===== src/rtl/demux_1x8_framer.sv =====
// demux_1x8_framer: steer a serial word stream back onto eight parallel lanes A..H
//
// Parameters:
//   WIDTH  bits per lane / serial word
//   CNT_W  width of the completed-frame counter (wraps)
//
// Ports:
//   clk, rst      rising-edge clock, asynchronous active-high reset
//   din           serial data word
//   din_valid     din is accepted this cycle
//   flush         synchronous abort of the partial frame (wins over din_valid)
//   slot          lane the next accepted word goes to (0=A .. 7=H)
//   o_a..o_h      published lanes, updated together once per frame
//   frame_valid   one-cycle pulse: o_a..o_h just updated
//   frame_count   number of completed frames
//   frame_parity  XOR of all published lane bits (only with DEMUX_PARITY_EN)
//
// Optional feature macro: DEMUX_PARITY_EN adds the frame_parity output.
module demux_1x8_framer #(
    parameter int WIDTH = 1,
    parameter int CNT_W = 8
) (
    input  logic             clk,
    input  logic             rst,
    input  logic [WIDTH-1:0] din,
    input  logic             din_valid,
    input  logic             flush,
    output logic [2:0]       slot,
    output logic [WIDTH-1:0] o_a,
    output logic [WIDTH-1:0] o_b,
    output logic [WIDTH-1:0] o_c,
    output logic [WIDTH-1:0] o_d,
    output logic [WIDTH-1:0] o_e,
    output logic [WIDTH-1:0] o_f,
    output logic [WIDTH-1:0] o_g,
    output logic [WIDTH-1:0] o_h,
    output logic             frame_valid,
`ifdef DEMUX_PARITY_EN
    output logic             frame_parity,
`endif
    output logic [CNT_W-1:0] frame_count
);
    typedef enum logic {FILL, LAST} state_t;
    state_t           state;
    logic [WIDTH-1:0] shadow [8];
    logic [WIDTH-1:0] lanes  [8];
    assign o_a = lanes[0];
    assign o_b = lanes[1];
    assign o_c = lanes[2];
    assign o_d = lanes[3];
    assign o_e = lanes[4];
    assign o_f = lanes[5];
    assign o_g = lanes[6];
    assign o_h = lanes[7];
`ifdef DEMUX_PARITY_EN
    // Parity of the frame being published: lanes A..G from the shadow bank, H straight from din.
    logic pub_parity;
    always_comb begin
        pub_parity = ^din;
        for (int i = 0; i < 7; i++) pub_parity = pub_parity ^ (^shadow[i]);
    end
`endif
    always_ff @(posedge clk or posedge rst) begin
        if (rst) begin
            state       <= FILL;
            slot        <= 3'd0;
            frame_valid <= 1'b0;
            frame_count <= '0;
`ifdef DEMUX_PARITY_EN
            frame_parity <= 1'b0;
`endif
            for (int i = 0; i < 8; i++) begin
                shadow[i] <= '0;
                lanes[i]  <= '0;
            end
        end else begin
            frame_valid <= 1'b0;
            if (flush) begin
                state <= FILL;
                slot  <= 3'd0;
            end else if (din_valid) begin
                shadow[slot] <= din;
                if (state == LAST) begin
                    // Last word bypasses the shadow bank so the frame publishes on this edge.
                    state       <= FILL;
                    slot        <= 3'd0;
                    frame_valid <= 1'b1;
                    frame_count <= frame_count + CNT_W'(1);
                    for (int i = 0; i < 7; i++) lanes[i] <= shadow[i];
                    lanes[7] <= din;
`ifdef DEMUX_PARITY_EN
                    frame_parity <= pub_parity;
`endif
                end else begin
                    state <= (slot == 3'd6) ? LAST : FILL;
                    slot  <= slot + 3'd1;
                end
            end
        end
    end
endmodule


===== config.mk =====
export PLATFORM = sky130hd
export DESIGN_NAME = demux_1x8_framer
export DESIGN_NICKNAME = d
export VERILOG_FILES = /design/src/rtl/demux_1x8_framer.sv
export SDC_FILE = /design/constraint.sdc
export NUM_CORES = 1
export LEC_CHECK = 0
export CORE_MARGIN = 5
export CORE_UTILIZATION = 54
export CTS_CLUSTER_DIAMETER = 80
export CTS_CLUSTER_SIZE = 30
export DETAILED_ROUTE_END_ITERATION = 10
export PLACE_DENSITY = 0.83
export SLEW_MARGIN = 5
export SYNTH_ARGS = -nofsm -noshare
export SYNTH_HDL_FRONTEND = slang
export SYNTH_SLANG_ARGS = --single-unit

===== constraint.sdc =====
create_clock -name clk -period 2.07 [get_ports clk]
set_input_delay 0.414 -clock clk [delete_from_list [all_inputs] [get_ports clk]]
set_output_delay 0.414 -clock clk [all_outputs]
set_load 0.1 [all_outputs]

==> flow_metrics.tcl, run 1 <==
set metrics [dict create \
    ranking_of_synthesized_cells_by_instance_count "dfrtp_1 (28), mux2_2 (11), nor2_1 (7)" \
    achievable-frequency_ghz 0.636 \
    core_area_sq_um 2210 \
    grt_start_max_net_pins 29 \
    number_of_global_route_vias_before_repair 852 \
    final_net_count 134 \
    drt-initial-drc-count 9 \
    synth_enable_flop_cells 0 \
    synth_area_per_cell_sq_um 13.1 \
    rsz0062_at_grt "no" \
    timing.critical_path.required_ns 1.66 \
    clock_skew_ns 0.00646 \
    route.detailed.vias_per_inst 5.56 \
    cts_buffers 3 \
    initial_utilization_pct 57.0 \
    finalNonFillerCells 153 \
    diodes 0 \
    top_level_ports 25 \
    ys_dominant_reg_cell "dfrtp_1" \
    timing.final.crit_share_pct 76.0 \
    dieArea_sq_um 3400 \
    place_congestion 0.833 \
    finalHoldWorstSlack_ns 0.437 \
    share_of_cells_above_drive_strength_1_pct 36.8 \
    timing.hold.worst.class "in2async" \
    path_buf_inv 1 \
    grt_overflow 0 \
    finalSetupViolations 0 \
    yosysTopAreaCell "dfrtp_1" \
    peakVddDrop_v 0.000450 \
    yosysUniqueCellTypes 26 \
    ys.warnings.count 0 \
    cts.sinks 28 \
    dp_hpwl_microns 1740 \
    post_cts.repair.setup_buffers 0 \
    port_buffers 24 \
    post-route-cell-area_sq_um 1580 \
    synth.top_cells.by_area "dfrtp_1 (56%), mux2_2 (9.8%), mux2_4 (6.0%)" \
    worst_slew_pin_slew_ns 0.399 \
    route.vias.total 850 \
    run_status "complete, no violations" \
    drt_pre_antenna_iters 2 \
    powerDensity_nw_per_um2 695 \
    dpl-instance-area_sq_um 1530 \
    power.static_leakage_nw 0.789 \
    synth_fp_nets 104 \
    timing.max_slew.rel_slack_pct 73.4 \
    synth.ff_latch_count 28 \
    timing.critical_path.max_delay_family "flip-flops" \
    cp_capture_type "primary output" \
    globalRouteTotalUtil_pct 15.2 \
    placedCellCount 149 \
    layout-area-overhead-vs-synth_pct 25.6 \
    worst-setup-path-type "reg2out" \
    synth_cells 96 \
    period_needed_ns 1.57 \
    final.setup.tns_ns 0 \
    critical_path.slowest_cell "dfrtp_1" \
    cp_slowest_stage_delay_ns 0.61 \
    yosysTopAreaCellShare_pct 55.6 \
    power.total_w 0.00110 \
    detail-route-antenna-nets 0 \
    route.detailed.wl_per_inst_microns 15.4 \
    clock_path_buffers 2 \
    ctsHoldBuffers 0 \
    yosys.cell_count.top_type "dfrtp_1" \
    critical_path_arrival_ns 1.16 \
    num_rows 17 \
    async_flop_share_pct 100 \
    finalWirelength_microns 2350 \
    final_hold_viol_count 0 \
    cts.reportedPaths.clkPinSlew_ns 0.15 \
    fp.dieH_microns 58.3 \
    grt_pass1_wl_microns 4030 \
    clk_root_buffer_cell "clkbuf_4" \
    clk-insertion-delay-late_ns 0.32 \
    worst_setup_path_start_kind "register" \
    worstPathCellList "buf_12" \
    post_synthesis_sequential_area_ratio_pct 55.6 \
    drcViolationCount 0 \
    htree_num_levels 1 \
    cts_resized 0 \
    clock_tree_from_tritoncts "done" \
    chipWidth_microns 58.3 \
    drv_slew 0 \
    number_of_antenna_violations_at_the_first_check_in_global_routing 0 \
    synth_area_sq_um 1260 \
    maximum_capacitance_violations 0 \
    path_max_fanout 9 \
]
path summary, 6_finish.rpt:
| check | startpoint | endpoint | slack [ns] | cells past startpoint |
|---|---|---|---|---|
| max in group asynchronous | rst | slot[1] | 1.37 | 3 |
| min reg2reg | frame_count[7] | frame_count[7] | 0.49 | 1 |
| max reg2reg | slot[0] | slot[1] | 0.64 | 5 |
| min in group clk | frame_count[7] | frame_count[7] | 0.49 | 1 |
| min | rst | o_h | 0.44 | 3 |
| max | slot[0] | slot[0] | 0.50 | 1 |
layout make-up:
cell class | instances | area [sq um]
sequential | 28 | 701
tap | 28 | 35.0
fill | 165 | 629
clock inverter | 1 | 30.0
inverter | 3 | 11.3
clock buffer | 3 | 22.5
timing repair buffer | 28 | 270
multi-input combinational | 62 | 513
state kept, by name, indices dropped and copies added, names as in the netlist:
| signal | flops |
|---|---|
| shadow | 7 |
| o_f | 1 |
| o_e | 1 |
| o_b | 1 |
| state | 1 |
| o_d | 1 |
| o_a | 1 |
| o_g | 1 |
| o_c | 1 |
| frame_count | 8 |
| frame_valid | 1 |
| o_h | 1 |
| slot | 3 |
per-layer routing:
layer  GRT usage (%)  vias up  share of wire [%]
li1                -      395                  -
met1            20.2      435                 44
met2            25.2       18                 49
met3            3.51        2                6.3
met4            3.97        0               0.72
met5               0        -                  0
cells in the final DEF (no fill, tap or decap), types with 4 or more instances in the layout:
cell             synthesis  layout
nor2_1                   7       7
nand2_1                  4       4
clkdlybuf4s50_1          0       4
nand4_1                  4       4
mux2_4                   5       5
buf_12                   1       4
a21oi_1                  4       4
xor2_1                   4       4
buf_4                    0      20
mux2_2                  11      11
dfrtp_1                 28      28
power breakdown:
| part | total [W] | internal [W] | switching [W] |
|---|---|---|---|
| clock | 0.000349 | 0.000196 | 0.000153 |
| combinational | 0.000147 | 0.0000571 | 0.0000896 |
| sequential | 0.000605 | 0.000577 | 0.0000274 |
| total | 0.00110 | 0.000830 | 0.000270 |
cells by family after synthesis:
group,after synthesis,share of synthesized area (%)
adder cells (fa/ha/maj),3,2.98
buffers and inverters,6,3.67
XOR/XNOR,7,4.87
AO/OA/AOI/OAI,5,2.28
flip-flops,28,55.6
multiplexers,16,15.8
AND/OR/NAND/NOR,31,14.8
stage by stage:
stage	worst slack (ns)	utilization, %
finish	0.496	71.5
global route	0.450	71.5
CTS	0.509	71.5
detailed placement	0.206	69.2
global placement	0.248	69.2
floorplan	0.192	-
(Power assumes the default switching activity.)
==> run 2, diff against run 1 <==
- CORE_UTILIZATION: 54 -> 45
- PLACE_DENSITY: 0.83 -> 0.74
- clock period: 2.07 -> 1.26 ns (I/O delays scaled with it)
==> run 2 against run 1 <==
Effect of this change:
- the flow now finishes with violations (setup timing)
- sequential cell count is the same
- utilization grew 4.6 points
- power grew 73%
- non-clock buffer count grew 20
- clock power grew 71%
- clock skew grew 0.0053 ns
- via count grew 9.4%
- wire length grew 19%
- register-to-register slack lost 0.71 ns
- global-route usage shrank 0.50 points
- hold slack lost 0.22 ns
- combinational power grew 120%
- largest cell class unchanged
==> flow_metrics.tcl, run 2 (synthesized netlist as in run 1, its figures left out) <==
set metrics [dict create \
    run_status "complete, but fails checks" \
    failed_checks "setup timing" \
    drt-initial-drc-count 11 \
    share_of_cells_above_drive_strength_1_pct 57.2 \
    worst_r2r_endpoint "shadow[1]" \
    drt_pre_antenna_iters 4 \
    timing.final.crit_share_pct 112 \
    cp_slowest_stage_delay_ns 0.54 \
    clock_path_buffers 2 \
    post-route-cell-area_sq_um 2060 \
    cp_capture_type "primary output" \
    cts_buffers 3 \
    timing.critical_path.max_delay_family "flip-flops" \
    dpl-instance-area_sq_um 1860 \
    reg2reg_setup_slack_ns -0.07 \
    critical_path_arrival_ns 1.16 \
    maximum_capacitance_violations 0 \
    period_needed_ns 1.41 \
    achievable-frequency_ghz 0.707 \
    route.detailed.vias_per_inst 5.28 \
    placedCellCount 157 \
    worst-setup-path-type "reg2out" \
    clock_skew_ns 0.0118 \
    timing.critical_path.required_ns 1.01 \
    globalRouteTotalUtil_pct 14.7 \
    dieArea_sq_um 3960 \
    finalNonFillerCells 176 \
    max_reg_flops 8 \
    fp.dieH_microns 62.9 \
    rsz0062_at_grt "yes" \
    number_of_antenna_violations_at_the_first_check_in_global_routing 0 \
    worst_setup_path_start_kind "register" \
    final.setup.tns_ns -0.649 \
    clk-insertion-delay-late_ns 0.34 \
    most_frequent_standard_cell_in_the_layout_excluding_fill_and_tap_cells "buf_12" \
    setup_slack_ns -0.154 \
    route.detailed.wl_per_inst_microns 15.9 \
    cts.reportedPaths.clkPinSlew_ns 0.16 \
    number_of_global_route_vias_before_repair 963 \
    finalWirelength_microns 2810 \
    num_rows 19 \
    initial_utilization_pct 46.5 \
    final_net_count 154 \
    finalSetupViolations 16 \
    r2r_start "slot[0]" \
    power.total_w 0.00190 \
    drv_slew 0 \
    worstPathCellList "buf_6 -> buf_12" \
    timing.max_slew.rel_slack_pct 80.7 \
    layout-area-overhead-vs-synth_pct 63.8 \
    reg.largest.list "frame_count: 8 flops, shadow: 7 flops, slot: 3 flops" \
    place_congestion 0.779 \
    final_cell_mix "buf_12 (22), dfrtp_1 (18), buf_4 (16), mux2_2 (11), dfrtp_4 (9)" \
    detail-route-antenna-nets 0 \
    cts.sinks 28 \
    critical_path.slowest_cell "dfrtp_4" \
    grt_start_max_net_pins 29 \
    top_level_ports 25 \
    port_buffers 24 \
    core_area_sq_um 2710 \
    worst_slew_pin_slew_ns 0.289 \
    diodes 0 \
    path_buf_inv 2 \
    ctsHoldBuffers 0 \
    clock_tree_from_tritoncts "done" \
    postLayoutCoreUtil_pct 76.1 \
    timing.hold.worst.class "in2async" \
    route.vias.total 930 \
    powerDensity_nw_per_um2 921 \
    path_max_fanout 4 \
    chipWidth_microns 62.9 \
    htree_num_levels 1 \
    grt_overflow 0 \
    top_register "frame_count" \
    power.static_leakage_nw 0.942 \
    peakVddDrop_v 0.000795 \
    drcViolationCount 0 \
    final_hold_viol_count 0 \
    dp_hpwl_microns 1830 \
    grt_pass1_wl_microns 4600 \
    ff2ff_path_depth 3 \
    clk_root_buffer_cell "clkbuf_4" \
]
[run 2: power breakdown]
| group | internal, W | total [W] | switching, W |
|---|---|---|---|
| registers | 0.000954 | 0.000987 | 0.0000329 |
| logic | 0.000143 | 0.000317 | 0.000175 |
| clock network | 0.000322 | 0.000597 | 0.000275 |
| total | 0.00142 | 0.00190 | 0.000482 |
[run 2: how the worst max path moves through the flow]
stage | from | endpoint | slack [ns] | cells after the start
2_1_floorplan | slot[2] | shadow[6] | -0.13 | 4
5_1_grt | slot[0] | slot[0] | -0.19 | 2
6_report | slot[0] | slot[0] | -0.15 | 2
3_5_place_dp | din_valid | shadow[3] | -0.44 | 5
4_1_cts | slot[0] | slot[0] | -0.17 | 2
3_3_place_gp | din_valid | shadow[1] | -0.38 | 5
[run 2: area by class of cell]
type                            count  area, sq um
Inverter                            3         11.3
Timing Repair Buffer               48          666
Clock buffer                        3         22.5
Multi-Input combinational cell     62          559
Fill cell                         166          647
Sequential cell                    28          736
Tap cell                           31         38.8
Clock inverter                      1         30.0
[run 2: metal layers]
| metal | global-route usage (%) | vias to the layer above | share of wire [%] |
|---|---|---|---|
| met5 | 0 | - | 0 |
| met4 | 7.96 | 0 | 1.6 |
| met3 | 3.24 | 4 | 3.1 |
| met2 | 25.0 | 15 | 55 |
| met1 | 17.0 | 473 | 40 |
| li1 | - | 438 | - |
[run 2: timing repair]
action	4_1_cts	5_1_grt
setup buffers	10	5
cloned	0	0
pin swaps	5	8
gates resized for setup	4	8
setup endpoints to repair	22	30
[run 2: through the flow]
step,setup slack (ns),hold slack [ns]
floorplan,-0.128,0.311
global placement,-0.379,0.485
detailed placement,-0.440,0.489
CTS,-0.169,0.210
global route,-0.194,0.213
finish,-0.154,0.216
[run 2: worst reg2reg max path, cell delays in order, from the launching register on]
cell and delay (ns):
dfrtp_4 0.54, nor3b_4 0.27, nand3_1 0.13, mux2_2 0.30
==> run 3, diff against run 2 <==
- CTS_CLUSTER_DIAMETER: 80 -> not set
==> results of run 3 <==
Same layout as run 2: the final DEF is identical, and so are final timing and power.
